<file path="config.mk">
export PLATFORM = sky130hd
export DESIGN_NAME = lathe_panel_cond_flat
export DESIGN_NICKNAME = d
export VERILOG_FILES = /design/src/rtl/panel_pkg.sv /design/src/rtl/lathe_panel_cond_if.sv /design/src/rtl/panel_debounce.sv /design/src/rtl/lathe_panel_cond.sv /design/src/flat_wrapper.sv
export SDC_FILE = /design/constraint.sdc
export NUM_CORES = 1
export LEC_CHECK = 0
export CAP_MARGIN = 20
export CORE_MARGIN = 2
export CORE_UTILIZATION = 45
export DETAILED_ROUTE_END_ITERATION = 6
export HOLD_SLACK_MARGIN = 0.03
export PLACE_DENSITY = 0.65
export SLEW_MARGIN = 20
export SYNTH_ARGS = -nofsm -noshare
export SYNTH_HDL_FRONTEND = slang
export SYNTH_SLANG_ARGS = --single-unit
</file>
<file path="constraint.sdc">
create_clock -name clk -period 3.7 [get_ports clk]
set_input_delay 0.74 -clock clk [delete_from_list [all_inputs] [get_ports clk]]
set_output_delay 0.74 -clock clk [all_outputs]
set_load 0.05 [all_outputs]
</file>
<file path="src/rtl/panel_pkg.sv">
// Shared definitions for the lathe operator panel conditioner: FSM state
// encoding and the default debounce interval.
package panel_pkg;

  // Default number of consecutive enabled cycles an input must hold before
  // its debounced value follows it.
  localparam int DEBOUNCE_CYCLES_DEF = 16;

  // Panel FSM states; the encoding is visible on state_o.
  typedef enum logic [1:0] {
    ST_IDLE  = 2'd0,
    ST_RUN   = 2'd1,
    ST_FAULT = 2'd2
  } panel_state_e;

endpackage

</file>
<file path="src/rtl/lathe_panel_cond_if.sv">
// Operator panel bundle: raw panel contacts and clock enable towards the
// conditioner, conditioned levels and FSM state back out.
// master = panel / stimulus side, slave = lathe_panel_cond.
interface lathe_panel_cond_if;
  logic       ena;
  logic       btn_start;
  logic       btn_stop;
  logic       sel_auto;
  logic       sel_man;
  logic       estop_n;
  logic       start_o;
  logic       auto_o;
  logic       man_o;
  logic       fault_o;
  logic [1:0] state_o;

  modport master (
    output ena, btn_start, btn_stop, sel_auto, sel_man, estop_n,
    input  start_o, auto_o, man_o, fault_o, state_o
  );

  modport slave (
    input  ena, btn_start, btn_stop, sel_auto, sel_man, estop_n,
    output start_o, auto_o, man_o, fault_o, state_o
  );
endinterface

</file>
<file path="src/rtl/panel_debounce.sv">
// Single-input debouncer: the output follows the input only after the input
// has differed from it for DEBOUNCE_CYCLES consecutive enabled cycles.
module panel_debounce
  import panel_pkg::*;
#(
  parameter int DEBOUNCE_CYCLES = DEBOUNCE_CYCLES_DEF
) (
  input  logic clk,
  input  logic reset,
  input  logic ena_i,
  input  logic din_i,
  output logic dout_o
);

  localparam int CW = $clog2(DEBOUNCE_CYCLES);
  localparam logic [CW-1:0] LAST = CW'(DEBOUNCE_CYCLES - 1);

  logic [CW-1:0] cnt_q, cnt_d;
  logic          debounced_q, debounced_d;

  // Count disagreeing cycles; any agreement restarts the interval, and the
  // final disagreeing cycle flips the output and restarts the counter.
  always_comb begin
    cnt_d       = cnt_q;
    debounced_d = debounced_q;
    if (ena_i) begin
      if (din_i == debounced_q) begin
        cnt_d = '0;
      end else if (cnt_q == LAST) begin
        cnt_d       = '0;
        debounced_d = ~debounced_q;
      end else begin
        cnt_d = cnt_q + 1'b1;
      end
    end
  end

  // Counter and debounced level registers.
  always_ff @(posedge clk or posedge reset) begin
    if (reset) begin
      cnt_q       <= '0;
      debounced_q <= 1'b0;
    end else begin
      cnt_q       <= cnt_d;
      debounced_q <= debounced_d;
    end
  end

  assign dout_o = debounced_q;

endmodule

</file>
<file path="src/rtl/lathe_panel_cond.sv">
// Lathe operator panel conditioner: debounces start/stop buttons and the
// AUTO/MAN selector, and runs the IDLE/RUN/FAULT seal-in FSM that drives the
// start level to the downstream control stage.
// Optional macro PANEL_SYNC_EN: adds a 2-flop synchroniser on every raw
// input ahead of the debouncers and the e-stop logic.
module lathe_panel_cond
  import panel_pkg::*;
#(
  parameter int DEBOUNCE_CYCLES = DEBOUNCE_CYCLES_DEF
) (
  input  logic           clk,
  input  logic           reset,
  lathe_panel_cond_if.slave pnl
);

  // E-stop is carried inverted (active high) so that cleared synchroniser
  // flops after reset read as "no e-stop" instead of tripping FAULT.
  logic [4:0] raw;
  logic [4:0] cond;

  assign raw = {~pnl.estop_n, pnl.sel_man, pnl.sel_auto, pnl.btn_stop, pnl.btn_start};

`ifdef PANEL_SYNC_EN
  logic [4:0] sync1_q, sync2_q;

  // Two-stage synchroniser; free-running so e-stop works with ena low.
  always_ff @(posedge clk or posedge reset) begin
    if (reset) begin
      sync1_q <= '0;
      sync2_q <= '0;
    end else begin
      sync1_q <= raw;
      sync2_q <= sync1_q;
    end
  end

  assign cond = sync2_q;
`else
  assign cond = raw;
`endif

  logic dStart, dStop, dAuto, dMan;
  logic estopAct;

  assign estopAct = cond[4];

  panel_debounce #(.DEBOUNCE_CYCLES(DEBOUNCE_CYCLES)) uDebStart (
    .clk(clk), .reset(reset), .ena_i(pnl.ena), .din_i(cond[0]), .dout_o(dStart)
  );

  panel_debounce #(.DEBOUNCE_CYCLES(DEBOUNCE_CYCLES)) uDebStop (
    .clk(clk), .reset(reset), .ena_i(pnl.ena), .din_i(cond[1]), .dout_o(dStop)
  );

  panel_debounce #(.DEBOUNCE_CYCLES(DEBOUNCE_CYCLES)) uDebAuto (
    .clk(clk), .reset(reset), .ena_i(pnl.ena), .din_i(cond[2]), .dout_o(dAuto)
  );

  panel_debounce #(.DEBOUNCE_CYCLES(DEBOUNCE_CYCLES)) uDebMan (
    .clk(clk), .reset(reset), .ena_i(pnl.ena), .din_i(cond[3]), .dout_o(dMan)
  );

  logic startPrev_q, stopPrev_q;
  logic startRise, stopRise;

  // Previous debounced button levels for edge detection, frozen with ena.
  always_ff @(posedge clk or posedge reset) begin
    if (reset) begin
      startPrev_q <= 1'b0;
      stopPrev_q  <= 1'b0;
    end else if (pnl.ena) begin
      startPrev_q <= dStart;
      stopPrev_q  <= dStop;
    end
  end

  assign startRise = dStart & ~startPrev_q;
  assign stopRise  = dStop & ~stopPrev_q;

  logic autoValid, manValid, modeChange;
  logic auto_q, man_q;

  // A mode is valid only when its contact is the sole one made.
  assign autoValid  = dAuto & ~dMan;
  assign manValid   = dMan & ~dAuto;
  assign modeChange = (autoValid != auto_q) || (manValid != man_q);

  // Registered mode outputs; follow the debounced selector while enabled.
  always_ff @(posedge clk or posedge reset) begin
    if (reset) begin
      auto_q <= 1'b0;
      man_q  <= 1'b0;
    end else if (pnl.ena) begin
      auto_q <= autoValid;
      man_q  <= manValid;
    end
  end

  panel_state_e state_q, state_d;
  logic         start_q, start_d;
  logic         fault_q, fault_d;

  // FSM state register.
  always_ff @(posedge clk or posedge reset) begin
    if (reset) begin
      state_q <= ST_IDLE;
    end else begin
      state_q <= state_d;
    end
  end

  // Next state: e-stop wins regardless of ena, otherwise ena gates all moves.
  always_comb begin
    state_d = state_q;
    if (estopAct) begin
      state_d = ST_FAULT;
    end else if (pnl.ena) begin
      case (state_q)
        ST_IDLE: begin
          if (startRise && (autoValid || manValid) && !dStop) begin
            state_d = ST_RUN;
          end
        end
        ST_RUN: begin
          if (dStop || modeChange) begin
            state_d = ST_IDLE;
          end
        end
        ST_FAULT: begin
          if (stopRise) begin
            state_d = ST_IDLE;
          end
        end
        default: state_d = ST_IDLE;
      endcase
    end
  end

  // Output decode from the next state so the flops line up with state_q.
  always_comb begin
    start_d = (state_d == ST_RUN);
    fault_d = (state_d == ST_FAULT);
  end

  // Registered start/fault outputs.
  always_ff @(posedge clk or posedge reset) begin
    if (reset) begin
      start_q <= 1'b0;
      fault_q <= 1'b0;
    end else begin
      start_q <= start_d;
      fault_q <= fault_d;
    end
  end

  assign pnl.start_o = start_q;
  assign pnl.fault_o = fault_q;
  assign pnl.auto_o  = auto_q;
  assign pnl.man_o   = man_q;
  assign pnl.state_o = state_q;

endmodule

</file>
<file path="src/flat_wrapper.sv">
// flat-port wrapper written by rule: the top's interface ports become plain ports
module lathe_panel_cond_flat import panel_pkg::*;
#(
  parameter int DEBOUNCE_CYCLES = DEBOUNCE_CYCLES_DEF
)
  (clk, reset, pnl_ena, pnl_btn_start, pnl_btn_stop, pnl_sel_auto, pnl_sel_man, pnl_estop_n, pnl_start_o, pnl_auto_o, pnl_man_o, pnl_fault_o, pnl_state_o);
  lathe_panel_cond_if pnl_i ();
  input  logic clk;
  input  logic reset;
  input wire logic [$bits(pnl_i.ena)-1:0] pnl_ena;
  input wire logic [$bits(pnl_i.btn_start)-1:0] pnl_btn_start;
  input wire logic [$bits(pnl_i.btn_stop)-1:0] pnl_btn_stop;
  input wire logic [$bits(pnl_i.sel_auto)-1:0] pnl_sel_auto;
  input wire logic [$bits(pnl_i.sel_man)-1:0] pnl_sel_man;
  input wire logic [$bits(pnl_i.estop_n)-1:0] pnl_estop_n;
  output wire logic [$bits(pnl_i.start_o)-1:0] pnl_start_o;
  output wire logic [$bits(pnl_i.auto_o)-1:0] pnl_auto_o;
  output wire logic [$bits(pnl_i.man_o)-1:0] pnl_man_o;
  output wire logic [$bits(pnl_i.fault_o)-1:0] pnl_fault_o;
  output wire logic [$bits(pnl_i.state_o)-1:0] pnl_state_o;
  assign pnl_i.ena = pnl_ena;
  assign pnl_i.btn_start = pnl_btn_start;
  assign pnl_i.btn_stop = pnl_btn_stop;
  assign pnl_i.sel_auto = pnl_sel_auto;
  assign pnl_i.sel_man = pnl_sel_man;
  assign pnl_i.estop_n = pnl_estop_n;
  assign pnl_start_o = pnl_i.start_o;
  assign pnl_auto_o = pnl_i.auto_o;
  assign pnl_man_o = pnl_i.man_o;
  assign pnl_fault_o = pnl_i.fault_o;
  assign pnl_state_o = pnl_i.state_o;
  lathe_panel_cond #(.DEBOUNCE_CYCLES(DEBOUNCE_CYCLES)) u_core (.clk(clk), .reset(reset), .pnl(pnl_i));
endmodule
</file>
After elaboration in Yosys (flattened, before gate mapping). Index checks and enable logic that the tools add are counted.

Memories kept: 0. Output and inout bits: 6. Input bits: 8. Register bits: 28. Latch bits: 0. Logic and storage cells: 72. Memory bits (writable): 0. ROM bits: 0.

$lt $le $gt $ge: 0. Bitwise logic cells: 14. Multiply operators: 0. Eq/ne operators: 14. Divide/modulo/power cells: 0. Reduce and logical (&&, ||, !) cells: 11. Shifts and indexed selects: 0. Muxes and demuxes: 14. Add/subtract/negate cells: 4.

Operators with widths (number): 4-bit 2-to-1 mux (8); 4-bit by 1-bit adder with 4-bit output, second input constant (4); 4-bit equality test, second input constant (4); 3-bit AND reduction (4); 2-bit 2-to-1 mux (5); 1-bit NOT (10); 2-bit case mux with 3 select lines (1); 1-bit AND (4); 1-bit equality test (4); 2-bit by 1-bit equality test with 1-bit output, second input constant (2); 2-bit equality test, second input constant (2); 1-bit logical OR (3); 1-bit logical AND (2); 2-bit logical NOT (1); 1-bit inequality test (2); 1-bit logical NOT (1).

Depth between registers and ports, before layout.
Depth after elaboration: 10. Gate-level depth with buffers: 6.

By module. From an unflattened synthesis, not the netlist that was laid out.

Cells, all modules: 131. Area, all modules: 1398.8 µm².

By module, submodules not included: panel_debounce (seq. area each 125.1 µm², area an instance 255.2 µm², instances 4, cells an instance 25); lathe_panel_cond (seq. area each 200.2 µm², area an instance 377.9 µm², instances 1, cells an instance 31).

Worst setup path before layout. Ideal clock, no wire load.

Kind: input to register. From: input pnl_ena. To: register u_core.auto_q (netlist: u_core.pnl.auto_o). Setup time: 0.125 ns. Stages: 3. Data arrival time: 1.346 ns. Path slack: 2.230 ns. Required time: 3.575 ns. Path buffers: 2. Cells stage by stage: buf_4 buf_4 mux2_2.

RTL lines: start, declared (RTL line flat_wrapper.sv:10) `input wire logic [$bits(pnl_i.ena)-1:0] pnl_ena;`; end signal, assigned (RTL line lathe_panel_cond.sv:94) `auto_q <= autoValid;`; end, declared (RTL line lathe_panel_cond.sv:81) `logic auto_q, man_q;`.

No word-level cell between the ends.

Final worst setup path.
From: register u_core.state_q[0] (netlist: u_core.pnl.state_o[0]). To: output pnl_state_o[0].

RTL lines: start, declared (RTL line lathe_panel_cond.sv:99) `panel_state_e state_q, state_d;`; start signal, assigned (RTL line lathe_panel_cond.sv:108) `state_q <= state_d;`; end, declared (RTL line flat_wrapper.sv:20) `output wire logic [$bits(pnl_i.state_o)-1:0] pnl_state_o;`.

No word-level cell between the ends.

==> summary by stage <==
Run status
The flow ran to the end, and the final reports show no timing, DRC or antenna violations.

Worst hold path
The hold path startpoint is u_core.startPrev_q. The worst hold path stage count is 1. The path with the worst hold slack has its endpoint at u_core.startPrev_q. In this run the worst hold path is classified as reg -> reg.

Clock tree
CTS placed an instance of sky130_fd_sc_hd__clkbuf_4 at the clock tree root. The clock passes through at most 2 buffers. TritonCTS built the clock tree.

Post-CTS repair changed the size of 0 cells. The register clock-pin slew on the reported worst setup and hold paths is 140 ps. The post-CTS setup-driven buffer insertion count is 0. The number of hold buffers added after CTS is 0. TritonCTS created 3 clock buffers. The clock latency of the later-clocked register in the worst-skew pair is 320 ps. The clock net in this run drives a total of 28 sinks. The maximum level of the CTS H-tree is 1.

Drt
The number of DRC violations after detailed routing is 0. The uppermost metal layer occupied by signal nets is met4. The final antenna-violating net count is 0. The first TritonRoute pass finished after 4 iterations. Dividing the detail-routed via count by the number of cells gives 5.55. The met2 wirelength from detailed routing is 1170 µm. The initial detailed-routing violation count is 67. The routed design has 2360 µm of wire.

The vias after detailed routing is 993. For this block, wires on met1 add up to 1110 µm. Detailed routing placed a total of 53 µm of wire on met3. Dividing the detail-routed wire length by the instance count gives 13.2 µm.

Layout
The layout-stage area growth over the synthesis result is 13.7%. The antenna diode count is 0. Summing all multi-input logic gate instances after layout gives 648 µm².

Registers take 701 µm². The number of nets at the end of the flow is 161. After the flow finishes, the layout carries non-filler instances totaling 179. The share of cells above drive strength 1 is 0.0959. The filler cell count in the final layout is 254. The final instance area is 0.00158 mm².

Floorplanning
The area enclosed by the die boundary is 0.00356 mm². The core box area is 0.00300 mm². The standard-cell row count is 20.

The chip height is 59.6 µm. The die outline width is 59.6 µm. The number of primary I/O pins is 14. For this configuration, the core starts out at a cell density of 0.464.

STA
The final hold violation count is 0. Across the routed clock network, the largest skew measured is 5.44 ps. The normalized max-slew margin is 0.561. For the pin with the worst max-slew slack, the measured transition is 657 ps. The upper clock frequency limit is 0.433 GHz. For the finished layout, the period the worst path requires is 2310 ps. The slack of the critical path is 1390 ps. The count of final max-slew check failures was 0. Dividing the final minimum period by the clock period gives 0.624. Setup violations remaining at the end of the flow were counted as 0.

After routing, the total negative slack on setup checks comes to 0 ps. Setup repair after global routing left no endpoint under its margin.

Worst setup path
The cell family contributing the most delay on the critical path is buffers and inverters. On the worst path, the slowest cell contributes a delay of 820 ps. Data on the critical path arrives at its endpoint at 1570 ps. The worst setup path is launched from a flop. The path depth of the worst reg2reg path is 6. The slowest stage of the critical path is the sky130_fd_sc_hd__clkdlybuf4s50_1 cell.

Together, buffers and inverters on the worst path number 1. Data on the critical path is required at its endpoint by 2960 ps. The kind of end point of the critical path is an output port.

The reg-to-reg critical path startpoint is u_core.uDebMan.dout_o. The startpoint-to-endpoint class of the critical path is reg -> out. The setup check on the worst reg-to-reg path leaves a slack of 2140 ps. In this run the worst path has a maximum fanout of 4.

The critical path goes through clkdlybuf4s50_1. The endpoint of the worst register-to-register path is u_core.pnl.start_o.

Pwr
The worst IR drop on VDD is 0.160 mV. The analysis attributes to cell leakage a power of 0.000695 µW. The power density relative to cell area is 363 mW/mm².

Synth
After synthesis the cells add up to 0.00139 mm². Yosys printed 0 warnings. The share of synthesized area occupied by flip-flops and latches is 0.503. Averaged over all synthesized cells, the footprint is 10.5 µm². When the netlist entered floorplanning its net count stood at 146. Counting flops and latches in the post-synthesis netlist gives 28. In the synthesized netlist, the number of instances is 132. The number of distinct library cells after synthesis is 31.

Placement
Input and output buffers added on the ports amount to 13. Prior to clock tree synthesis, the placed netlist has a worst setup slack of 1210 ps. The placed instances occupy a cell area of 0.00155 mm². The HPWL after detailed placement is 1700 µm. The congestion estimate from routability-driven global placement came to 0.791. Once placement completed, the tool counted placed cells totaling 175.

Global routing
The largest net degree at the start of global routing is 29. The global-route wire length before repair is 4370 µm. The total overflow left after global routing is 0. For this run, the total global-route usage over all layers was measured as 0.164. The initial antenna violation count is 0. The number of global-route vias before repair is 980.

Job
Across the run, the number of max-cap violations was 0.
[how the worst max path moves through the flow]
stage | from | end | slack [ps] | cells past startpoint
final | u_core.pnl.state_o[0] | pnl_state_o[0] | 1390 | 1
after detailed placement | pnl_ena | u_core.uDebAuto.cnt_q[3] | 1210 | 4
after floorplan | pnl_ena | u_core.pnl.auto_o | 2230 | 3
after global routing | u_core.pnl.state_o[0] | pnl_state_o[0] | 1330 | 1
after global placement | pnl_ena | u_core.pnl.start_o | 1260 | 5
after CTS | u_core.pnl.state_o[0] | pnl_state_o[0] | 1370 | 1
[state kept, by name (all words and copies together), names as in the netlist]
name,cells
u_core.pnl.auto_o,1
u_core.pnl.fault_o,1
u_core.pnl.man_o,1
u_core.pnl.start_o,1
u_core.pnl.state_o,2
u_core.startPrev_q,1
u_core.stopPrev_q,1
u_core.uDebAuto.cnt_q,4
u_core.uDebAuto.dout_o,1
u_core.uDebMan.cnt_q,4
u_core.uDebMan.dout_o,1
u_core.uDebStart.cnt_q,4
u_core.uDebStart.dout_o,1
u_core.uDebStop.cnt_q,4
u_core.uDebStop.dout_o,1
[per-stage QoR]
step                      hold WS (ps)  power, µW  utilization
final                              521        575        0.527
after global routing               537        612        0.527
after CTS                          524        585        0.527
after detailed placement           490        436        0.515
after global placement             485        432        0.515
after floorplan                    473        409            -
[final cells by class]
class                   instances  area share
flip-flops and latches         28       0.443
multi-input cells              95       0.409
repair buffers                 14      0.0870
well taps                      33      0.0261
clock buffers                   4      0.0229
inverters                       5      0.0119
[kinds of logic after synthesis]
kind of cell / share of synthesized area
multiplexers: 0.0629
AO/OA/AOI/OAI: 0.176
adder cells (fa/ha/maj): 0.0539
flip-flops: 0.503
XOR/XNOR: 0.0503
AND/OR/NAND/NOR: 0.122
buffers and inverters: 0.0314
[layout by cell type (no fill, tap or decap), types with 2 or more instances in the layout]
cell type,count
sky130_fd_sc_hd__o2bb2ai_1,5
sky130_fd_sc_hd__nand4_1,2
sky130_fd_sc_hd__dfrtp_1,28
sky130_fd_sc_hd__nor2_1,7
sky130_fd_sc_hd__mux2_2,6
sky130_fd_sc_hd__a31oi_1,2
sky130_fd_sc_hd__inv_1,3
sky130_fd_sc_hd__mux2i_1,2
sky130_fd_sc_hd__xor2_1,2
sky130_fd_sc_hd__nand2_1,18
sky130_fd_sc_hd__o21ai_0,12
sky130_fd_sc_hd__clkdlybuf4s50_1,13
sky130_fd_sc_hd__ha_1,6
sky130_fd_sc_hd__inv_2,2
sky130_fd_sc_hd__xnor2_1,6
sky130_fd_sc_hd__a21oi_1,3
sky130_fd_sc_hd__o31ai_1,4
sky130_fd_sc_hd__a21o_1,2
sky130_fd_sc_hd__a22o_1,2
sky130_fd_sc_hd__clkbuf_4,3
sky130_fd_sc_hd__nand3_1,6
[cells in the mapped netlist]
master                      instances  area share
sky130_fd_sc_hd__dfrtp_1           28        0.50
sky130_fd_sc_hd__nand2_1           18       0.049
sky130_fd_sc_hd__o21ai_0           12       0.043
sky130_fd_sc_hd__nor2_1             7       0.019
sky130_fd_sc_hd__ha_1               6       0.054
sky130_fd_sc_hd__mux2_2             6       0.049
sky130_fd_sc_hd__nand3_1            6       0.022
sky130_fd_sc_hd__xnor2_1            6       0.038
sky130_fd_sc_hd__o2bb2ai_1          5       0.031
sky130_fd_sc_hd__inv_1              4       0.011
sky130_fd_sc_hd__o31ai_1            4       0.022
sky130_fd_sc_hd__a21oi_1            3       0.011
sky130_fd_sc_hd__a21o_1             2       0.011
sky130_fd_sc_hd__a22o_1             2       0.013
sky130_fd_sc_hd__a31oi_1            2      0.0090
sky130_fd_sc_hd__buf_2              2      0.0072
sky130_fd_sc_hd__buf_4              2       0.011
sky130_fd_sc_hd__mux2i_1            2       0.014
sky130_fd_sc_hd__nand4_1            2      0.0090
sky130_fd_sc_hd__xor2_1             2       0.013
sky130_fd_sc_hd__a21boi_0           1      0.0054
sky130_fd_sc_hd__a311o_1            1      0.0072
sky130_fd_sc_hd__a31oi_2            1      0.0090
sky130_fd_sc_hd__and2_1             1      0.0045
sky130_fd_sc_hd__and4bb_1           1      0.0090
sky130_fd_sc_hd__inv_2              1      0.0027
sky130_fd_sc_hd__nand4b_1           1      0.0063
sky130_fd_sc_hd__nor2b_1            1      0.0045
sky130_fd_sc_hd__o211ai_1           1      0.0054
sky130_fd_sc_hd__o21ai_1            1      0.0036
sky130_fd_sc_hd__o221ai_1           1      0.0063
[metal layers]
layer,GRT usage,vias up
met5,0,-
met4,0.0730,0
met3,0.0284,2
met2,0.262,11
met1,0.219,480
li1,-,500
[report_power, final]
group          internal [µW]  leakage [µW]  switching [µW]  total (µW)
sequential               325      0.000362            23.0         347
clock                   60.2     0.0000210            84.8         145
combinational           37.9      0.000312            45.0        82.9
total                    423      0.000695             153         575
(Power assumes the default switching activity.)
